## src/rtl/midi_message_assembler.sv

```systemverilog
// midi_message_assembler
// Assembles a received MIDI byte stream into complete channel messages.
// Handles running status, real-time bytes interleaved anywhere, SysEx
// skipping, and channel/type filtering. Each accepted message is presented
// with a one-cycle valid_out pulse on the cycle after its final byte.
module midi_message_assembler #(
  parameter bit         OMNI     = 1'b1,  // 1: accept every channel
  parameter logic [3:0] CHANNEL  = 4'd0,  // channel accepted when OMNI=0
  parameter bit         PASS_ALL = 1'b0   // 0: only Note Off / Note On
) (
  input  logic       clk_in,
  input  logic       rst_in,
  input  logic [7:0] byte_in,
  input  logic       byte_valid_in,
  output logic [3:0] status,
  output logic [3:0] channel,
  output logic [7:0] data_byte1,
  output logic [7:0] data_byte2,
  output logic       valid_out,
  output logic       msg_error
);

  typedef enum logic [1:0] {
    S_IDLE    = 2'd0,
    S_WAIT_D1 = 2'd1,
    S_WAIT_D2 = 2'd2,
    S_SYSEX   = 2'd3
  } state_t;

  state_t     r_state;
  state_t     w_state_nxt;
  logic [7:0] r_run_status;
  logic [6:0] r_d1;
  logic [3:0] r_status;
  logic [3:0] r_channel;
  logic [6:0] r_data1;
  logic [6:0] r_data2;
  logic       r_valid;
  logic       r_error;

  // Byte classification. Real-time bytes are invisible to everything else.
  logic w_byte;
  logic w_is_rt;
  logic w_is_data;
  logic w_is_chan_status;
  logic w_is_sysex_start;
  logic w_is_sys_common;

  assign w_byte           = byte_valid_in && !w_is_rt;
  assign w_is_rt          = &byte_in[7:3];
  assign w_is_data        = !byte_in[7];
  assign w_is_chan_status = byte_in[7] && (byte_in[7:4] != 4'hF);
  assign w_is_sysex_start = (byte_in == 8'hF0);
  assign w_is_sys_common  = (byte_in[7:4] == 4'hF) && !byte_in[3];

  // Program Change (0xC) and Channel Pressure (0xD) carry a single data byte.
  logic w_two_byte;
  assign w_two_byte = (r_run_status[7:4] == 4'hC) || (r_run_status[7:4] == 4'hD);

  // Filter applied at completion; dropped messages still advance running status.
  logic w_pass;
  assign w_pass = (OMNI || (r_run_status[3:0] == CHANNEL)) &&
                  (PASS_ALL || (r_run_status[7:4] == 4'h8) || (r_run_status[7:4] == 4'h9));

  logic w_d1_load;
  logic w_complete;
  logic w_stray;
  logic w_emit;

  assign w_emit = w_complete && w_pass;

  // Completing byte is the first data byte for 2-byte types, the second otherwise.
  logic [6:0] w_msg_d1;
  logic [6:0] w_msg_d2;
  assign w_msg_d1 = (r_state == S_WAIT_D1) ? byte_in[6:0] : r_d1;
  assign w_msg_d2 = (r_state == S_WAIT_D1) ? 7'd0 : byte_in[6:0];

  // State register.
  // NOTE: sequential state uses non-blocking assignments so every flop samples
  // pre-edge values regardless of block ordering.
  always_ff @(posedge clk_in or posedge rst_in) begin
    if (rst_in) r_state <= S_IDLE;
    else        r_state <= w_state_nxt;
  end

  // Next-state and per-byte decisions.
  // NOTE: every signal written here gets a default first, so no path can
  // leave it unassigned and infer a latch.
  always_comb begin
    w_state_nxt = r_state;
    w_d1_load   = 1'b0;
    w_complete  = 1'b0;
    w_stray     = 1'b0;
    if (w_byte) begin
      if (w_is_chan_status) begin
        w_state_nxt = S_WAIT_D1;
      end else if (w_is_sysex_start) begin
        w_state_nxt = S_SYSEX;
      end else if (w_is_sys_common) begin
        w_state_nxt = S_IDLE;
      end else if (w_is_data) begin
        case (r_state)
          S_IDLE:    w_stray = 1'b1;
          S_WAIT_D1: begin
            w_d1_load = 1'b1;
            if (w_two_byte) w_complete = 1'b1;
            else            w_state_nxt = S_WAIT_D2;
          end
          S_WAIT_D2: begin
            w_complete  = 1'b1;
            w_state_nxt = S_WAIT_D1;
          end
          default: ;  // SysEx payload is discarded
        endcase
      end
    end
  end

  // Running status and first-data-byte holding registers.
  always_ff @(posedge clk_in or posedge rst_in) begin
    if (rst_in) begin
      r_run_status <= 8'h00;
      r_d1         <= 7'd0;
    end else begin
      if (w_byte && w_is_chan_status)                         r_run_status <= byte_in;
      else if (w_byte && (w_is_sysex_start || w_is_sys_common)) r_run_status <= 8'h00;
      if (w_d1_load) r_d1 <= byte_in[6:0];
    end
  end

  // Output registers: fields hold between pulses, strobes last one cycle.
  always_ff @(posedge clk_in or posedge rst_in) begin
    if (rst_in) begin
      r_status  <= 4'd0;
      r_channel <= 4'd0;
      r_data1   <= 7'd0;
      r_data2   <= 7'd0;
      r_valid   <= 1'b0;
      r_error   <= 1'b0;
    end else begin
      r_valid <= w_emit;
      r_error <= w_stray;
      if (w_emit) begin
        r_status  <= r_run_status[7:4];
        r_channel <= r_run_status[3:0];
        r_data1   <= w_msg_d1;
        r_data2   <= w_msg_d2;
      end
    end
  end

  assign status     = r_status;
  assign channel    = r_channel;
  assign data_byte1 = {1'b0, r_data1};
  assign data_byte2 = {1'b0, r_data2};
  assign valid_out  = r_valid;
  assign msg_error  = r_error;

endmodule

```

## config.mk

```make
export PLATFORM = sky130hd
export DESIGN_NAME = midi_message_assembler
export DESIGN_NICKNAME = d
export VERILOG_FILES = /design/src/rtl/midi_message_assembler.sv
export SDC_FILE = /design/constraint.sdc
export NUM_CORES = 1
export LEC_CHECK = 0
export CAP_MARGIN = 25
export CORE_UTILIZATION = 50
export CTS_CLUSTER_SIZE = 25
export DETAILED_ROUTE_END_ITERATION = 8
export GPL_ROUTABILITY_DRIVEN = 0
export GPL_TIMING_DRIVEN = 1
export PLACE_DENSITY = 0.77
export SYNTH_ARGS = -nofsm -noshare
export SYNTH_HDL_FRONTEND = slang
export SYNTH_SLANG_ARGS = --single-unit
```

## constraint.sdc

```tcl
create_clock -name clk_in -period 2.4 [get_ports clk_in]
set_input_delay 0.36 -clock clk_in [delete_from_list [all_inputs] [get_ports clk_in]]
set_output_delay 0.36 -clock clk_in [all_outputs]
set_load 0.02 [all_outputs]
```

==> flow_summary.ini, run 1 <==
[outcome]
status = completed

[routing]
drt_iter0_drc = 64
wire_per_inst_um = 14.5
first_pass_iters = 4
routed_wl_mm = 3.51
remaining_drc_errors = 0
ant_nets = 0
viasPerCell = 5.31
vias = 1291

[sta]
hold-worst-slack_ns = 0.429
max_freq_mhz = 567
rsz0062_at_grt = false
max_slew_margin = 0.664
finalCritPeriodShare = 0.735
hold_viol = 0
finalSetupViolations = 0
skew_ns = 0.00820
fin_ws_ns = 0.635
tightest_slew_ns = 0.505
min_period_ns = 1.76
slew_viol_final = 0
tns_ns = 0

[global_routing]
grt_use_met3 = 0.0462
gr-total-overflow = 0
track_usage = 0.211
grt_pass1_wl_mm = 5.66
use_met2 = 0.329
grt_pass1_vias = 1240
grt_max_degree = 42
grt_antenna_before_repair = 0
grtUsageMet1 = 0.291
busiest_layer = met2

[layout]
fin_cells = 243
nets = 210
num_antenna_cells = 0
layout_commonest_cell = dfrtp_1
final_cell_mix = 41 x dfrtp_1, 37 x nand2_1, 34 x clkdlybuf4s50_1
drive_above_1_share = 0.127
area_delta_synth_final_pct = 27.7

[setup_path]
crit_path_end_kind = register
required_ns = 2.64
cp_slowest_stage_delay_ns = 0.68
crit_path_top_delay_cell = or4_4
path_delay_family = simple AND/OR/NAND/NOR gates
path_cells = clkdlybuf4s50_1 -> nand2b_4 -> or4_4 -> and2_1
start_kind = input pin
cp.arrival_ns = 2.00
path_max_fanout = 29
cp_num_buf_inv = 1
crit_type = input pin to register

[clocking]
clkLatencyLatePin_ns = 0.34
clk_path_buf_depth = 2
cts_tree = yes
cts_setup_buffers = 0
holdBufCountCts = 0
h-tree-depth = 2
clock_sinks = 41
ctsResizeCount = 0
numCtsBuffers = 5
clkTransAtPathRegs_ns = 0.13
cts-root-buf = clkbuf_4

[floorplanning]
core-area_mm2 = 0.00336
dieWidth_um = 61.5
start_util = 0.526
ios = 37
die_h_um = 61.5
die-area_mm2 = 0.00378
num_rows = 21

[synthesis]
ys_seq_elements = 41
synth-main-ff-cell = dfrtp_1
ys_types = 30
synth_edf_count = 0
async_flop_share = 1.00
syn_area_mm2 = 0.00177
ys_seq_area_frac = 0.580
yosys_warnings = 0
syn_inst = 157
syn_area_per_cell_um2 = 11.3

[placed_design]
dp_slack_ns = 0.265
dp_hpwl_mm = 2.47
numPortBuffers = 34
dp_cells = 235

[power_and_ir_drop]
max-vdd-ir-drop_uv = 742
p_per_area_mw_per_mm2 = 1100
p_leak_nw = 1.08

[job]
drv_cap = 0

[hold_path]
hold_path.class = input pin to async pin
layout make-up:
cell class	count	area, um2
clock buffers	5	37.5
fillers	269	1110
well taps	46	57.6
flip-flops and latches	41	1030
repair buffers	40	385
inverters	4	15.0
clock inverters	3	65.1
multi-input cells	104	671
where the power goes:
group	internal, mW	switching (mW)
clock	0.323	0.222
sequential	0.906	0.116
combinational	0.455	0.457
layer usage:
layer / wire length (um) / vias to the layer above
met5: 0 / -
met1: 1590 / 640
met3: 190 / 5
li1: - / 604
met4: 40 / 0
met2: 1690 / 42
registers in the layout, summed over array words and instances (netlist names):
register and cells:
channel 4, r_data2 7, r_d1 7, r_data1 7
valid_out 1, r_state 2, r_run_status 8, msg_error 1
status 4
per-stage QoR:
step,area (um2),power (mW),utilization
floorplan,1770,1.57,-
global placement,2150,1.91,0.641
detailed placement,2150,1.95,0.641
CTS,2260,2.50,0.671
global route,2260,2.63,0.671
finish,2260,2.48,0.671
path summary, 6_finish.rpt:
path	from	endpoint	slack, ns	depth (start not counted)
worst max register to register	r_state[1]	r_state[0]	0.65	7
worst max-delay path	byte_in[7]	status[1]	0.64	4
worst min register to register	r_data2[1]	r_data2[1]	0.47	2
worst min-delay path	rst_in	r_data2[6]	0.43	3
min in group clk_in	r_data2[1]	r_data2[1]	0.47	2
max in group asynchronous	rst_in	r_data1[5]	1.62	3
worst reg2reg max path, delay by kind of cell, from the launching register on:
| family | cells | cell delay, ns |
|---|---|---|
| AOI/OAI and AO/OA | 1 | 0.28 |
| adders and majority gates | 1 | 0.20 |
| buffers and inverters | 2 | 0.27 |
| DFF | 1 | 0.36 |
| muxes | 1 | 0.37 |
| and+or+nand+nor | 2 | 0.16 |
Yosys cell counts, types with 2 or more instances:
master,number,share of area
mux2_2,8,0.051
mux2i_1,8,0.045
o21ai_1,4,0.011
o21ai_0,4,0.011
nand3b_1,8,0.034
buf_2,3,0.0085
a21oi_1,3,0.0085
nand3_1,2,0.0057
nor3_1,2,0.0057
nor2_1,2,0.0042
ha_1,3,0.021
buf_4,2,0.0085
nand2_1,37,0.079
nand2b_1,2,0.0071
and2_1,3,0.011
buf_6,2,0.013
clkbuf_1,2,0.0042
inv_1,4,0.0085
dfrtp_1,41,0.58
a22o_1,7,0.035
cell families after synthesis:
kind of cell             share of synthesized area
AND/OR/NAND/NOR                              0.188
flip-flops                                   0.580
AO/OA/AOI/OAI                               0.0701
multiplexers                                0.0963
buffers and inverters                       0.0425
adder cells (fa/ha/maj)                     0.0212
other                                      0.00212
Note: power is estimated with default switching activity, not from simulation.
==> inputs of run 2 (changes only) <==
==> constraint.sdc (replaced) <==
create_clock -name clk_in -period 1.72 [get_ports clk_in]
set_input_delay 0.258 -clock clk_in [delete_from_list [all_inputs] [get_ports clk_in]]
set_output_delay 0.258 -clock clk_in [all_outputs]
set_load 0.02 [all_outputs]
==> run 2 against run 1 <==
Compared with the run above: hold slack worse by 0.18 ns; final cell count up 4.9%; critical endpoint is now r_data2[6]; first-iteration DRC count down 27%; sequential power up 40%; combinational power up 46%; cell area up 5.0%; critical path type is now register to register; utilization up 3.3 points; count of clock-buffer cells in the layout unchanged; largest power group unchanged; clock skew down 0.0040 ns.
==> flow_summary.ini, run 2 (synthesized netlist as in run 1, its figures left out) <==
[outcome]
status = completed

[layout]
drive_above_1_share = 0.182
area_delta_synth_final_pct = 34.0
fill_cells = 276
largest_reg_flops = 8
final_cell_mix = 41 x dfrtp_1, 36 x nand2_1, 34 x clkdlybuf4s50_1
nets = 222
regMostFlops = r_run_status
post-route-util = 0.705
layout_commonest_cell = dfrtp_1
num_antenna_cells = 0

[sta]
hold_viol = 0
skew_ns = 0.00418
rsz0062_at_grt = true
finalCritPeriodShare = 0.965
max_freq_mhz = 603
slew_viol_final = 0
min_period_ns = 1.66
finalSetupViolations = 0
hold-worst-slack_ns = 0.251

[routing]
remaining_drc_errors = 0
drt_iter0_drc = 47
vias = 1325
first_pass_iters = 4
viasPerCell = 5.20
routed_wl_mm = 3.75
wire_per_inst_um = 14.7
ant_nets = 0

[floorplanning]
ios = 37
start_util = 0.526
core-area_mm2 = 0.00336
die-area_mm2 = 0.00378
dieWidth_um = 61.5
num_rows = 21
die_h_um = 61.5

[clocking]
clkLatencyLatePin_ns = 0.35
numCtsBuffers = 5
clkTransAtPathRegs_ns = 0.12
cts-root-buf = clkbuf_4
holdBufCountCts = 0
cts_tree = yes
clk_path_buf_depth = 2
clock_sinks = 41
h-tree-depth = 2

[placed_design]
numPortBuffers = 34
dp_hpwl_mm = 2.54

[setup_path]
cp.arrival_ns = 1.91
path_max_fanout = 14
crit_type = register to register
start_kind = register
required_ns = 1.97
crit_path_end_kind = register

[power_and_ir_drop]
p_per_area_mw_per_mm2 = 1490
finalPower_mw = 3.52
p_leak_nw = 1.13
max-vdd-ir-drop_uv = 789

[global_routing]
track_usage = 0.225
grt_pass1_vias = 1258
grt_antenna_before_repair = 0
grt_pass1_wl_mm = 5.79
grt_max_degree = 42
gr-total-overflow = 0

[hold_path]
hold_path.class = input pin to async pin

[job]
drv_cap = 0
## run 2: changes by cell type in the layout (fill, tap and decap cells not counted)
| cell | delta |
|---|---|
| o21ai_0 | -3 |
| buf_12 | +1 |
| or4_4 | +2 |
| nand2_2 | +1 |
| nand2_1 | -1 |
| buf_4 | +9 |
| o21ai_1 | +3 |
## run 2: cell type report
class,count,area [um2],area share
Inverter,4,15.0,0.00634
Clock inverter,3,65.1,0.0275
Multi-Input combinational cell,106,696,0.294
Timing Repair Buffer,50,473,0.200
Sequential cell,41,1030,0.433
Tap cell,46,57.6,0.0243
Clock buffer,5,37.5,0.0158
## run 2: power breakdown
group	switching [mW]	total [mW]	internal, mW
Clock	0.311	0.761	0.450
Combinational	0.659	1.33	0.667
Sequential	0.170	1.43	1.26
## run 2: what timing repair did
item	in CTS	in global routing
cloned	1	1
gates resized for setup	2	4
buffers inserted	0	1
pin swaps	0	1
endpoints found under the setup margin	7	19
## run 2: metrics by stage
| stage | cells | TNS, ns | setup WS [ns] | area (um2) |
|---|---|---|---|---|
| after floorplan | 158 | 0 | 0.00853 | 1770 |
| after global placement | 244 | -1.97 | -0.123 | 2230 |
| after detailed placement | 244 | -2.80 | -0.162 | 2230 |
| after CTS | 253 | 0 | 0.0213 | 2350 |
| after global routing | 255 | -0.0377 | -0.0133 | 2370 |
| final | 255 | 0 | 0.0604 | 2370 |
## run 2: path summary, 6_finish.rpt
kind                         endpoint  startpoint  depth (start not counted)  slack, ns
max reg2reg                r_data2[6]  r_state[0]                          6       0.06
min                        r_data2[0]      rst_in                          3       0.25
max                        r_data2[6]  r_state[0]                          6       0.06
max in group asynchronous   status[0]      rst_in                          3       1.27
min in group clk_in        r_data2[5]  r_data2[5]                          2       0.48
min reg2reg                r_data2[5]  r_data2[5]                          2       0.48
## run 2: worst max-delay path: stages (launching register included)
cell and delay, ns:
dfrtp_1 0.40, inv_1 0.08, ha_1 0.29, nand2_2 0.09
or4_4 0.54, nand2_1 0.11, nand2_1 0.05
## run 2: routing by layer
metal  GRT usage  part of all wire
met4      0.0857             0.016
met1       0.282              0.46
met5           0                 0
met3      0.0966             0.052
met2       0.348              0.47
==> inputs of run 3 (changes only) <==
--- a/config.mk
+++ b/config.mk
@@ -5,7 +5,6 @@
 export SDC_FILE = /design/constraint.sdc
 export NUM_CORES = 1
 export LEC_CHECK = 0
-export CAP_MARGIN = 25
 export CORE_UTILIZATION = 50
 export CTS_CLUSTER_SIZE = 25
 export DETAILED_ROUTE_END_ITERATION = 8
==> constraint.sdc (replaced) <==
create_clock -name clk_in -period 1.72 [get_ports clk_in]
set_input_delay 0.258 -clock clk_in [delete_from_list [all_inputs] [get_ports clk_in]]
set_output_delay 0.258 -clock clk_in [all_outputs]
set_load 0.05 [all_outputs]
==> run 3 against run 2 <==
Compared with the run above: utilization is 1.7 points lower; wire length rose by 8.3%; combinational power is 30% higher; die area unchanged; power rose by 8.8%; fmax shrank 2.1%; worst setup slack worse by 0.036 ns; sequential power about the same; first-iteration DRC count shrank 34%; sequential share of layout area grew 1.1 points.
==> flow_summary.ini, run 3 (synthesized netlist as in run 1, its figures left out) <==
[floorplanning]
die_h_um = 61.5
core-area_mm2 = 0.00336
start_util = 0.526
ios = 37
num_rows = 21
dieWidth_um = 61.5
die-area_mm2 = 0.00378

[sta]
finalSetupViolations = 0
tns_ns = 0
finalCritPeriodShare = 0.986
hold_viol = 0
tightest_slew_ns = 0.510
max_freq_mhz = 590
min_period_ns = 1.70
skew_ns = 0.00566
slew_viol_final = 0
max_slew_margin = 0.660
rsz0062_at_grt = true

[layout]
fin_cells = 256
final_cell_mix = 41 x dfrtp_1, 40 x buf_4, 36 x nand2_1
layout_commonest_cell = dfrtp_1
post-route-util = 0.688
drive_above_1_share = 0.319
fill_cells = 276
nets = 223
area_delta_synth_final_pct = 30.9
regMostFlops = r_run_status
largest_reg_flops = 8
num_antenna_cells = 0

[routing]
wire_per_inst_um = 15.9
ant_nets = 0
drt_iter0_drc = 31
vias = 1381
routed_wl_mm = 4.07
first_pass_iters = 4
viasPerCell = 5.39
remaining_drc_errors = 0

[clocking]
clock_sinks = 41
h-tree-depth = 2
clkTransAtPathRegs_ns = 0.12
clkLatencyLatePin_ns = 0.34
clk_path_buf_depth = 2
holdBufCountCts = 0
cts-root-buf = clkbuf_4
cts_tree = yes
numCtsBuffers = 5

[placed_design]
dp_cells = 244
numPortBuffers = 34
dp_hpwl_mm = 2.53

[global_routing]
grt_pass1_vias = 1205
grt_max_degree = 42
track_usage = 0.214
gr-total-overflow = 0
grt_antenna_before_repair = 0
grt_pass1_wl_mm = 5.64

[hold_path]
hold_path.class = input pin to async pin

[setup_path]
crit_type = register to register
required_ns = 1.97
crit_path_end_kind = register
cp.arrival_ns = 1.94
path_max_fanout = 7
r2r_slack_ns = 0.02
start_kind = register

[power_and_ir_drop]
max-vdd-ir-drop_uv = 719
p_leak_nw = 1.17
finalPower_mw = 3.83
p_per_area_mw_per_mm2 = 1660

[outcome]
status = completed

[job]
drv_cap = 0
==> run 3: cell types whose count changed in the layout (fill, tap and decap cells not counted), moves of 2 or more <==
cell	previous run	this run
o21ai_0	1	3
o21ai_1	7	5
buf_4	15	40
inv_1	4	2
ha_1	3	1
clkdlybuf4s50_1	34	10
inv_2	0	2
==> run 3: final cells by class <==
type | instances | area [um2] | area share
clock buffers | 7 | 55.1 | 0.0238
clock inverters | 1 | 30.0 | 0.0130
inverters | 4 | 15.0 | 0.00649
multi-input cells | 107 | 729 | 0.315
flip-flops and latches | 41 | 1030 | 0.443
well taps | 46 | 57.6 | 0.0249
repair buffers | 50 | 400 | 0.173
==> run 3: through the flow <==
stage,area (um2),worst slack (ns),hold slack [ns]
6_report,2310,0.0248,0.336
2_1_floorplan,1770,0.00853,0.388
5_1_grt,2310,-0.0181,0.384
3_3_place_gp,2160,-0.125,0.452
4_1_cts,2250,-0.00432,0.355
3_5_place_dp,2160,-0.166,0.457
==> run 3: worst max-delay path, stage by stage, from the launching register on <==
cell and delay (ns):
dfrtp_1 0.43, inv_2 0.10, ha_2 0.23, nand2_4 0.09
or4_4 0.59, and2_4 0.17
==> run 3: path summary, 6_finish.rpt <==
kind	startpoint	to	depth (start not counted)
setup / recovery	r_state[0]	status[1]	5
hold / removal	rst_in	r_data2[0]	3
setup reg to reg	r_state[0]	status[1]	5
hold reg to reg	channel[0]	channel[0]	2
max in group asynchronous	rst_in	r_state[1]	3
min in group clk_in	channel[0]	channel[0]	2
==> run 3: repair_timing <==
action / 4_1_cts / 5_1_grt
endpoints found under the setup margin: 5 / 29
setup buffers: 0 / 1
resized for setup: 2 / 9
pin swaps: 4 / 2
cloned: 0 / 3
==> run 3: power by group <==
| group | total (mW) | switching [mW] | internal (mW) |
|---|---|---|---|
| registers | 1.44 | 0.176 | 1.26 |
| logic | 1.73 | 1.10 | 0.634 |
| clock network | 0.658 | 0.311 | 0.347 |
| total | 3.83 | 1.59 | 2.25 |
==> run 3: layer usage <==
metal / track usage / up-vias / routed length (um)
met2: 0.354 / 67 / 2000
met3: 0.0378 / 2 / 332
met4: 0.0952 / 0 / 24
met1: 0.277 / 668 / 1710
li1: - / 644 / -
met5: 0 / - / 0
